`src/rtl/fifo_ctrl_pkg.sv`:
```
// fifo_ctrl_pkg: shared types and helpers for the FIFO sequencer.
//   state_t  - status FSM encoding (empty / partially filled / full)
//   status_t - registered status flag bundle
//   ptr_w()  - pointer width: RAM address width plus one wrap bit
package fifo_ctrl_pkg;

  typedef enum logic [1:0] {
    ST_EMPTY   = 2'd0,
    ST_PARTIAL = 2'd1,
    ST_FULL    = 2'd2
  } state_t;

  typedef struct packed {
    logic full;
    logic empty;
    logic af;
    logic ae;
  } status_t;

  function automatic int ptr_w(input int aw);
    return aw + 1;
  endfunction

endpackage

```
`src/rtl/fifo_ptr.sv`:
```
// fifo_ptr: wrap-bit FIFO pointer.
//   clk_i, n_rst_i - clock, async active-low reset (pointer -> 0)
//   inc_i          - advance by one on this edge
//   ptr_o          - ADDR_WIDTH+1 bits; MSB is the wrap bit, low bits are the RAM address
// DEPTH is a power of two, so plain binary increment wraps the address field
// DEPTH-1 -> 0 and toggles the wrap bit at the same time.
module fifo_ptr
  import fifo_ctrl_pkg::*;
#(
  parameter int ADDR_WIDTH = 4
) (
  input  logic                         clk_i,
  input  logic                         n_rst_i,
  input  logic                         inc_i,
  output logic [ptr_w(ADDR_WIDTH)-1:0] ptr_o
);

  localparam int PW = ptr_w(ADDR_WIDTH);

  logic [PW-1:0] ptr_q, ptr_d;

  assign ptr_d = inc_i ? ptr_q + PW'(1) : ptr_q;

  always_ff @(posedge clk_i or negedge n_rst_i) begin
    if (!n_rst_i) ptr_q <= '0;
    else          ptr_q <= ptr_d;
  end

  assign ptr_o = ptr_q;

endmodule

```
`src/rtl/fifo_ctrl.sv`:
```
// fifo_ctrl: sequencer for a synchronous FIFO on a simple dual-port RAM
// (write port A, registered read port B). Data bypasses this block.
//   clk_i, n_rst_i              - clock, async active-low reset
//   wr_valid_i / wr_ready_o     - producer handshake (wr_ready_o = !full_o)
//   rd_req_i / rd_valid_o       - consumer request; rd_valid_o one cycle after accept
//   ram_we_o, ram_waddr_o       - RAM write port controls
//   ram_re_o, ram_raddr_o       - RAM read port controls
//   count_o                     - occupancy 0..DEPTH
//   full_o, empty_o             - occupancy == DEPTH / == 0
//   almost_full_o/_empty_o      - count_o >= AF_THRESH / <= AE_THRESH
//   overflow_o, underflow_o     - sticky error flags, only with FIFO_CTRL_ERR_FLAGS_EN
// Optional feature macro: FIFO_CTRL_ERR_FLAGS_EN.
module fifo_ctrl
  import fifo_ctrl_pkg::*;
#(
  parameter int DEPTH      = 16,
  parameter int ADDR_WIDTH = $clog2(DEPTH),
  parameter int AF_THRESH  = DEPTH - 2,
  parameter int AE_THRESH  = 2
) (
  input  logic                  clk_i,
  input  logic                  n_rst_i,
  input  logic                  wr_valid_i,
  output logic                  wr_ready_o,
  input  logic                  rd_req_i,
  output logic                  rd_valid_o,
  output logic                  ram_we_o,
  output logic [ADDR_WIDTH-1:0] ram_waddr_o,
  output logic                  ram_re_o,
  output logic [ADDR_WIDTH-1:0] ram_raddr_o,
`ifdef FIFO_CTRL_ERR_FLAGS_EN
  output logic                  overflow_o,
  output logic                  underflow_o,
`endif
  output logic [ADDR_WIDTH:0]   count_o,
  output logic                  full_o,
  output logic                  empty_o,
  output logic                  almost_full_o,
  output logic                  almost_empty_o
);

  localparam int PW = ptr_w(ADDR_WIDTH);

  state_t        state_q, state_d;
  status_t       stat_q, stat_d;
  logic [PW-1:0] count_q, count_d;
  logic [PW-1:0] wr_ptr, rd_ptr;
  logic          rd_valid_q;
  logic          wr_acc, rd_acc;

  // Acceptance uses the flags registered at the start of the cycle.
  assign wr_acc = wr_valid_i & ~stat_q.full;
  assign rd_acc = rd_req_i & ~stat_q.empty;

  fifo_ptr #(.ADDR_WIDTH(ADDR_WIDTH)) u_wr_ptr (
    .clk_i  (clk_i),
    .n_rst_i(n_rst_i),
    .inc_i  (wr_acc),
    .ptr_o  (wr_ptr)
  );

  fifo_ptr #(.ADDR_WIDTH(ADDR_WIDTH)) u_rd_ptr (
    .clk_i  (clk_i),
    .n_rst_i(n_rst_i),
    .inc_i  (rd_acc),
    .ptr_o  (rd_ptr)
  );

  always_comb begin
    count_d = count_q;
    unique case ({wr_acc, rd_acc})
      2'b10:   count_d = count_q + PW'(1);
      2'b01:   count_d = count_q - PW'(1);
      default: count_d = count_q;
    endcase
  end

  // State register
  always_ff @(posedge clk_i or negedge n_rst_i) begin
    if (!n_rst_i) begin
      state_q    <= ST_EMPTY;
      stat_q     <= '{full: 1'b0, empty: 1'b1, af: 1'b0, ae: 1'b1};
      count_q    <= '0;
      rd_valid_q <= 1'b0;
    end else begin
      state_q    <= state_d;
      stat_q     <= stat_d;
      count_q    <= count_d;
      rd_valid_q <= rd_acc;
    end
  end

  // Next-state logic
  always_comb begin
    state_d = state_q;
    unique case (state_q)
      ST_EMPTY:   if (wr_acc) state_d = ST_PARTIAL;
      ST_PARTIAL: begin
        if (rd_acc && !wr_acc && count_q == PW'(1))
          state_d = ST_EMPTY;
        else if (wr_acc && !rd_acc && count_q == PW'(DEPTH - 1))
          state_d = ST_FULL;
      end
      ST_FULL:    if (rd_acc) state_d = ST_PARTIAL;
      default:    state_d = ST_EMPTY;
    endcase
  end

  // Output logic: flags are registered copies of the next state / next count
  always_comb begin
    stat_d       = '0;
    stat_d.full  = (state_d == ST_FULL);
    stat_d.empty = (state_d == ST_EMPTY);
    stat_d.af    = (count_d >= PW'(AF_THRESH));
    stat_d.ae    = (count_d <= PW'(AE_THRESH));
  end

  assign wr_ready_o     = ~stat_q.full;
  assign rd_valid_o     = rd_valid_q;
  assign ram_we_o       = wr_acc;
  assign ram_re_o       = rd_acc;
  assign ram_waddr_o    = wr_ptr[ADDR_WIDTH-1:0];
  assign ram_raddr_o    = rd_ptr[ADDR_WIDTH-1:0];
  assign count_o        = count_q;
  assign full_o         = stat_q.full;
  assign empty_o        = stat_q.empty;
  assign almost_full_o  = stat_q.af;
  assign almost_empty_o = stat_q.ae;

`ifdef FIFO_CTRL_ERR_FLAGS_EN
  logic overflow_q, underflow_q;

  always_ff @(posedge clk_i or negedge n_rst_i) begin
    if (!n_rst_i) begin
      overflow_q  <= 1'b0;
      underflow_q <= 1'b0;
    end else begin
      overflow_q  <= overflow_q | (wr_valid_i & stat_q.full);
      underflow_q <= underflow_q | (rd_req_i & stat_q.empty);
    end
  end

  assign overflow_o  = overflow_q;
  assign underflow_o = underflow_q;
`endif

  // Occupancy must always equal the wrap-bit pointer distance.
  always @(posedge clk_i) begin
    if (n_rst_i) assert (count_q == PW'(wr_ptr - rd_ptr));
  end

endmodule

```
`config.mk`:
```
export PLATFORM = sky130hd
export DESIGN_NAME = fifo_ctrl
export DESIGN_NICKNAME = d
export VERILOG_FILES = /design/src/rtl/fifo_ctrl_pkg.sv /design/src/rtl/fifo_ptr.sv /design/src/rtl/fifo_ctrl.sv
export SDC_FILE = /design/constraint.sdc
export NUM_CORES = 1
export LEC_CHECK = 0
export CAP_MARGIN = 20
export CORE_MARGIN = 5
export CORE_UTILIZATION = 43
export CTS_CLUSTER_SIZE = 10
export DETAILED_ROUTE_END_ITERATION = 16
export PLACE_DENSITY = 0.74
export SLEW_MARGIN = 20
export SYNTH_ARGS = -nofsm -noshare
export SYNTH_HDL_FRONTEND = slang
export SYNTH_SLANG_ARGS = --single-unit
```
`constraint.sdc`:
```
create_clock -name clk_i -period 1.96 [get_ports clk_i]
set_input_delay 0.392 -clock clk_i [delete_from_list [all_inputs] [get_ports clk_i]]
set_output_delay 0.392 -clock clk_i [all_outputs]
set_load 0.01 [all_outputs]
```
==> impl_metrics.py, run 1 <==
metrics = {
    "run_status": {
        "status": "complete, no violations",
    },
    "run": {
        "cap_viol_max_count": 0,
    },
    "yosys": {
        "synthFlopType": "dfrtp_1",
        "synth-edff-count": 0,
        "yosysUniqueCellTypes": 32,
        "synth_area_um2": 1030,
        "yosysMostFrequentCell": "dfrtp_1",
        "async_flop_share_pct": 100,
        "synth_top_cells_by_count": "dfrtp_1, nand2_1, ha_1, xnor2_1",
        "synth_area_leader_cell": "dfrtp_1",
        "synth-seq-cells": 20,
        "syn_nets": 107,
        "yosysWarnings": 0,
        "synth.top_cell.area_share_pct": 43.5,
        "ys_seq_area_share_pct": 48.6,
        "synth.top_cells.by_area": "dfrtp_1, ha_1, nand2_1",
        "synth_cells": 95,
        "synth.avg_cell_area_um2": 10.9,
    },
    "routing": {
        "wl_met1_um": 1060,
        "via_count": 851,
        "wl_um": 2420,
        "wire_per_inst_um": 14.5,
        "postRouteAntennaNets": 0,
        "met2_length_um": 1170,
        "drc": 0,
        "wl_met3_um": 166,
        "drt-pass1-iter-count": 4,
        "first_iter_violations": 15,
        "vias_per_cell": 5.10,
        "top_layer_used": "met4",
    },
    "timing": {
        "slew_headroom_pct": 61.6,
        "tns_ns": 0,
        "finClkSkew_ns": 0.00473,
        "fmax_mhz": 514,
        "min_period_ns": 1.95,
        "hold_viol": 0,
        "setup_viol_count_final": 0,
        "finalCritPeriodShare_pct": 99.3,
        "rsz0062_at_grt": "yes",
        "finalMaxSlewViolations": 0,
        "setup_slack_ns": 0.0128,
        "hold_ws_ns": 0.410,
        "worst_slew_pin_slew_ns": 0.572,
    },
    "clocking": {
        "hold_buffers": 0,
        "clkLatencyLatePin_ns": 0.31,
        "cts_root_buffer": "clkbuf_4",
        "htreeDepth": 1,
        "cts_sinks": 20,
        "cts_buffers": 3,
        "clk_path_buf_depth": 2,
        "cts_tree": "yes",
        "clk_pin_slew_ns": 0.12,
    },
    "power_and_ir_drop": {
        "power_mw": 2.29,
        "max-vdd-ir-drop_mv": 0.875,
        "p_per_area_nw_per_um2": 1490,
        "leakage_nw": 0.684,
    },
    "global_routing": {
        "grt_pass1_vias": 867,
        "grt_remaining_overflow": 0,
        "grt_pass1_wl_um": 3950,
        "grt_max_degree": 21,
        "antenna_found_initial": 0,
        "grtUsageTotal_pct": 15.0,
    },
    "setup_path": {
        "path_class": "input port to flip-flop",
        "endpoint_kind": "flip-flop",
        "timing.rr.start": "empty_o",
        "start_kind": "input port",
        "r2r_end": "almost_full_o",
        "critPathLaunch": "wr_valid_i",
        "arrival_ns": 2.20,
        "cp_max_fo": 5,
        "critPathRequiredTime_ns": 2.21,
        "reg2reg_setup_slack_ns": 0.04,
        "reg2reg_depth": 7,
    },
    "floorplanning": {
        "ioPinCount": 25,
        "die_w_um": 59.1,
        "num_rows": 17,
        "initial_utilization_pct": 45.9,
        "core_area_um2": 2250,
        "die_y_um": 59.1,
        "die-area_um2": 3490,
    },
    "final_layout": {
        "drive_gt1_share_pct": 26.6,
        "nFillCells": 191,
        "area_delta_synth_final_pct": 48.5,
        "fin_util_pct": 68.1,
        "nets": 152,
        "diodes": 0,
    },
    "placement": {
        "io_buffers": 24,
        "place.gp.congestion": 0.887,
        "dp_hpwl_um": 1740,
        "pre_cts_ws_ns": -0.337,
    },
    "worst_hold_path": {
        "hold_path.class": "input port to async pin",
    },
}
worst max-delay path, stage by stage:
cell	delay, ns
clkdlybuf4s50_1	0.45
nand2_1	0.13
inv_2	0.09
ha_2	0.23
or3b_1	0.35
mux2_2	0.29
o221ai_4	0.09
a31o_1	0.17
registers in the layout, indices dropped and copies added, names as in the netlist:
name	flops
state_q	2
rd_valid_o	1
almost_empty_o	1
almost_full_o	1
u_wr_ptr.ptr_o	4
u_rd_ptr.ptr_o	4
empty_o	1
full_o	1
count_o	5
cell families after synthesis:
| group | Yosys count | synth area share (%) |
|---|---|---|
| XOR/XNOR | 6 | 5.08 |
| multiplexers | 3 | 3.02 |
| AO/OA/AOI/OAI | 17 | 13.9 |
| flip-flops | 20 | 48.6 |
| buffers and inverters | 8 | 3.39 |
| adder cells (fa/ha/maj) | 8 | 9.67 |
| AND/OR/NAND/NOR | 33 | 16.3 |
layout by cell type (no fill, tap or decap), types with 4 or more instances in the layout:
master,synthesis,final
clkdlybuf4s50_1,0,22
dfrtp_1,18,18
buf_4,1,17
nand2_1,16,16
ha_1,8,6
xnor2_1,5,5
nor2_1,4,4
a21oi_1,4,4
metal layers:
layer | GRT usage (%) | up-vias
li1 | - | 416
met1 | 18.0 | 408
met2 | 26.7 | 25
met3 | 3.49 | 2
met4 | 4.53 | 0
met5 | 0 | -
through the flow:
stage | cell area (µm²) | cells
5_1_grt | 1540 | 167
4_1_cts | 1530 | 167
2_1_floorplan | 1050 | 95
3_5_place_dp | 1440 | 162
3_3_place_gp | 1440 | 162
6_report | 1540 | 167
layout make-up:
type / count / area, µm² / area share, %
multi-input cells: 67 / 547 / 35.6
inverters: 6 / 22.5 / 1.47
clock inverters: 1 / 30.0 / 1.95
repair buffers: 42 / 377 / 24.5
well taps: 28 / 35.0 / 2.28
clock buffers: 3 / 22.5 / 1.47
flip-flops and latches: 20 / 503 / 32.7
power breakdown:
group,internal (mW),switching [mW]
Sequential,0.592,0.160
Clock,0.207,0.135
Combinational,0.667,0.527
repair_timing:
| item | in CTS | in global routing |
|---|---|---|
| pin swaps | 3 | 2 |
| setup buffers | 1 | 0 |
| setup endpoints to repair | 5 | 4 |
| gates resized for setup | 7 | 2 |
worst max-delay path by stage:
| stage | slack, ns | cells past startpoint | end |
|---|---|---|---|
| 2_1_floorplan | -0.03 | 7 | almost_full_o |
| 3_3_place_gp | -0.32 | 7 | almost_full_o |
| 3_5_place_dp | -0.34 | 7 | almost_full_o |
| 4_1_cts | 0.02 | 8 | almost_empty_o |
| 5_1_grt | -0.03 | 8 | almost_empty_o |
| 6_report | 0.01 | 8 | almost_full_o |
Note: power is estimated with default switching activity, not from simulation.
==> run 2: changes to the inputs <==
CELL_PAD_IN_SITES_DETAIL_PLACEMENT = 1   (was unset)
CELL_PAD_IN_SITES_GLOBAL_PLACEMENT = 2   (was unset)
CORE_UTILIZATION = 27   (was 43)
GPL_TIMING_DRIVEN = 0   (was unset)
PLACE_DENSITY = unset   (was 0.74)
PLACE_DENSITY_LB_ADDON = 0.1   (was unset)
==> impl_metrics.py, run 2 (synthesis results as in run 1) <==
metrics = {
    "routing": {
        "wl_met3_um": 121,
        "wl_um": 2730,
        "drc": 0,
        "via_count": 877,
        "top_layer_used": "met4",
        "met2_length_um": 1320,
        "vias_per_cell": 4.64,
        "first_iter_violations": 18,
        "postRouteAntennaNets": 0,
        "wl_met1_um": 1260,
        "drt-pass1-iter-count": 4,
        "wire_per_inst_um": 14.4,
    },
    "power_and_ir_drop": {
        "leakage_nw": 0.731,
        "p_per_area_nw_per_um2": 1480,
        "p_int_mw": 1.62,
        "pwr-share-seq_pct": 31.6,
        "p_sw_mw": 0.874,
        "pwr-share-clk_pct": 16.9,
        "max-vdd-ir-drop_mv": 0.431,
        "switching_share_pct": 35.1,
        "p_comb_share_pct": 51.6,
    },
    "clocking": {
        "clk_path_buf_depth": 2,
        "clkLatencyLatePin_ns": 0.26,
        "cts_tree": "yes",
        "hold_buffers": 0,
        "clk_pin_slew_ns": 0.08,
        "htreeDepth": 1,
        "cts_buffers": 3,
        "cts_root_buffer": "clkbuf_8",
        "cts_sinks": 20,
    },
    "setup_path": {
        "timing.rr.start": "empty_o",
        "r2r_end": "almost_full_o",
        "endpoint_kind": "flip-flop",
        "cp_max_fo": 4,
        "critPathRequiredTime_ns": 2.16,
        "reg2reg_setup_slack_ns": -0.009,
        "max_stage_delay_ns": 0.54,
        "crit_chain": "nand2b_4 -> ha_2 -> buf_6 -> or3b_1 -> mux2_4 -> o221ai_4 -> a31o_1",
        "critPathLaunch": "empty_o",
        "critPathTopFamily": "flip-flops",
        "path_class": "flip-flop to flip-flop",
        "worst-path-buf-inv": 1,
        "reg2reg_depth": 7,
        "cpMaxStageDelayCell": "dfstp_2",
        "arrival_ns": 2.17,
        "start_kind": "flip-flop",
    },
    "placement": {
        "place_inst": 167,
        "placed_area_um2": 1350,
        "pre_cts_ws_ns": -0.566,
        "io_buffers": 24,
        "place.gp.congestion": 0.700,
        "dp_hpwl_um": 1830,
    },
    "timing": {
        "fmax_mhz": 508,
        "setup_slack_ns": -0.00905,
        "finalMaxSlewViolations": 0,
        "finalCritPeriodShare_pct": 100,
        "rsz0062_at_grt": "yes",
        "slew_headroom_pct": 36.3,
        "setup_viol_count_final": 1,
        "min_period_ns": 1.97,
        "finClkSkew_ns": 0.00566,
        "hold_viol": 0,
        "worst_slew_pin_slew_ns": 0.952,
    },
    "worst_hold_path": {
        "hold_path.class": "flip-flop to flip-flop",
        "worstHoldStart": "u_wr_ptr.ptr_o[3]",
        "min_to": "u_wr_ptr.ptr_o[3]",
        "hold_depth": 1,
    },
    "final_layout": {
        "nets": 154,
        "nFillCells": 415,
        "largest_reg_flops": 5,
        "final_cell_mix": "clkdlybuf4s50_1, dfrtp_1, buf_4, nand2_1, ha_1",
        "post_layout_nonfiller_instances": 189,
        "diodes": 0,
        "area_delta_synth_final_pct": 62.0,
        "fin_area_um2": 1680,
        "layout_commonest_cell": "clkdlybuf4s50_1",
        "drive_gt1_share_pct": 31.2,
    },
    "global_routing": {
        "grt_remaining_overflow": 0,
        "grt_max_degree": 21,
        "grtUsageTotal_pct": 11.0,
        "grt_pass1_wl_um": 4530,
        "grt_pass1_vias": 924,
        "antenna_found_initial": 0,
    },
    "floorplanning": {
        "die_w_um": 71.9,
        "core_area_um2": 3690,
        "ioPinCount": 25,
        "num_rows": 22,
        "die-area_um2": 5170,
        "initial_utilization_pct": 28.1,
        "die_y_um": 71.9,
    },
    "run_status": {
        "violations": "setup timing",
        "status": "finished with violations",
    },
    "run": {
        "cap_viol_max_count": 0,
    },
}
run 2: power by group through the flow:
| stage | combinational, mW | clock [mW] | sequential (mW) |
|---|---|---|---|
| 2_1_floorplan | 0.496 | 0 | 0.836 |
| 3_3_place_gp | 1.00 | 0 | 0.790 |
| 3_5_place_dp | 1.01 | 0 | 0.799 |
| 4_1_cts | 1.21 | 0.432 | 0.790 |
| 5_1_grt | 1.40 | 0.450 | 0.817 |
| 6_report | 1.28 | 0.420 | 0.786 |
run 2: cell type report:
cell class                 count  area, µm²  share of cell area (%)
multi-input combinational     67        576                    34.3
sequential                    20        505                    30.1
timing repair buffer          42        405                    24.2
tap                           48       60.1                    3.58
clock buffer                   3       41.3                    2.46
buffer                         2       31.3                    1.87
clock inverter                 1       30.0                    1.79
inverter                       6       27.5                    1.64
run 2: worst max path at each step:
stage / slack [ns] / depth (start not counted) / endpoint
after detailed placement: -0.57 / 8 / full_o
after global placement: -0.60 / 8 / full_o
after CTS: -0.0003 / 8 / almost_full_o
after floorplan: -0.03 / 7 / almost_full_o
final: -0.009 / 7 / almost_full_o
after global routing: -0.13 / 8 / almost_full_o
run 2: stage by stage:
step                      util, %  power, mW    TNS, ns  hold slack (ns)
after floorplan                 -       1.33    -0.0261           0.0964
after global placement       36.7       1.79      -4.69            0.462
after detailed placement     36.7       1.81      -4.70            0.467
after CTS                    43.2       2.43  -0.000320            0.481
after global routing         45.5       2.67     -0.213            0.504
final                        45.5       2.49   -0.00905            0.478
run 2: what timing repair did:
| item | in CTS | in global routing |
|---|---|---|
| pin swaps | 8 | 1 |
| resized for setup | 19 | 4 |
| gates cloned | 0 | 1 |
| hold endpoints to repair | 0 | 0 |
| setup endpoints to repair | 12 | 2 |
| buffers inserted | 11 | 6 |
run 2: per-layer routing:
metal / track usage, % / vias up
met5: 0 / -
met3: 2.08 / 2
met4: 4.38 / 0
met2: 18.2 / 20
met1: 14.2 / 433
li1: - / 422
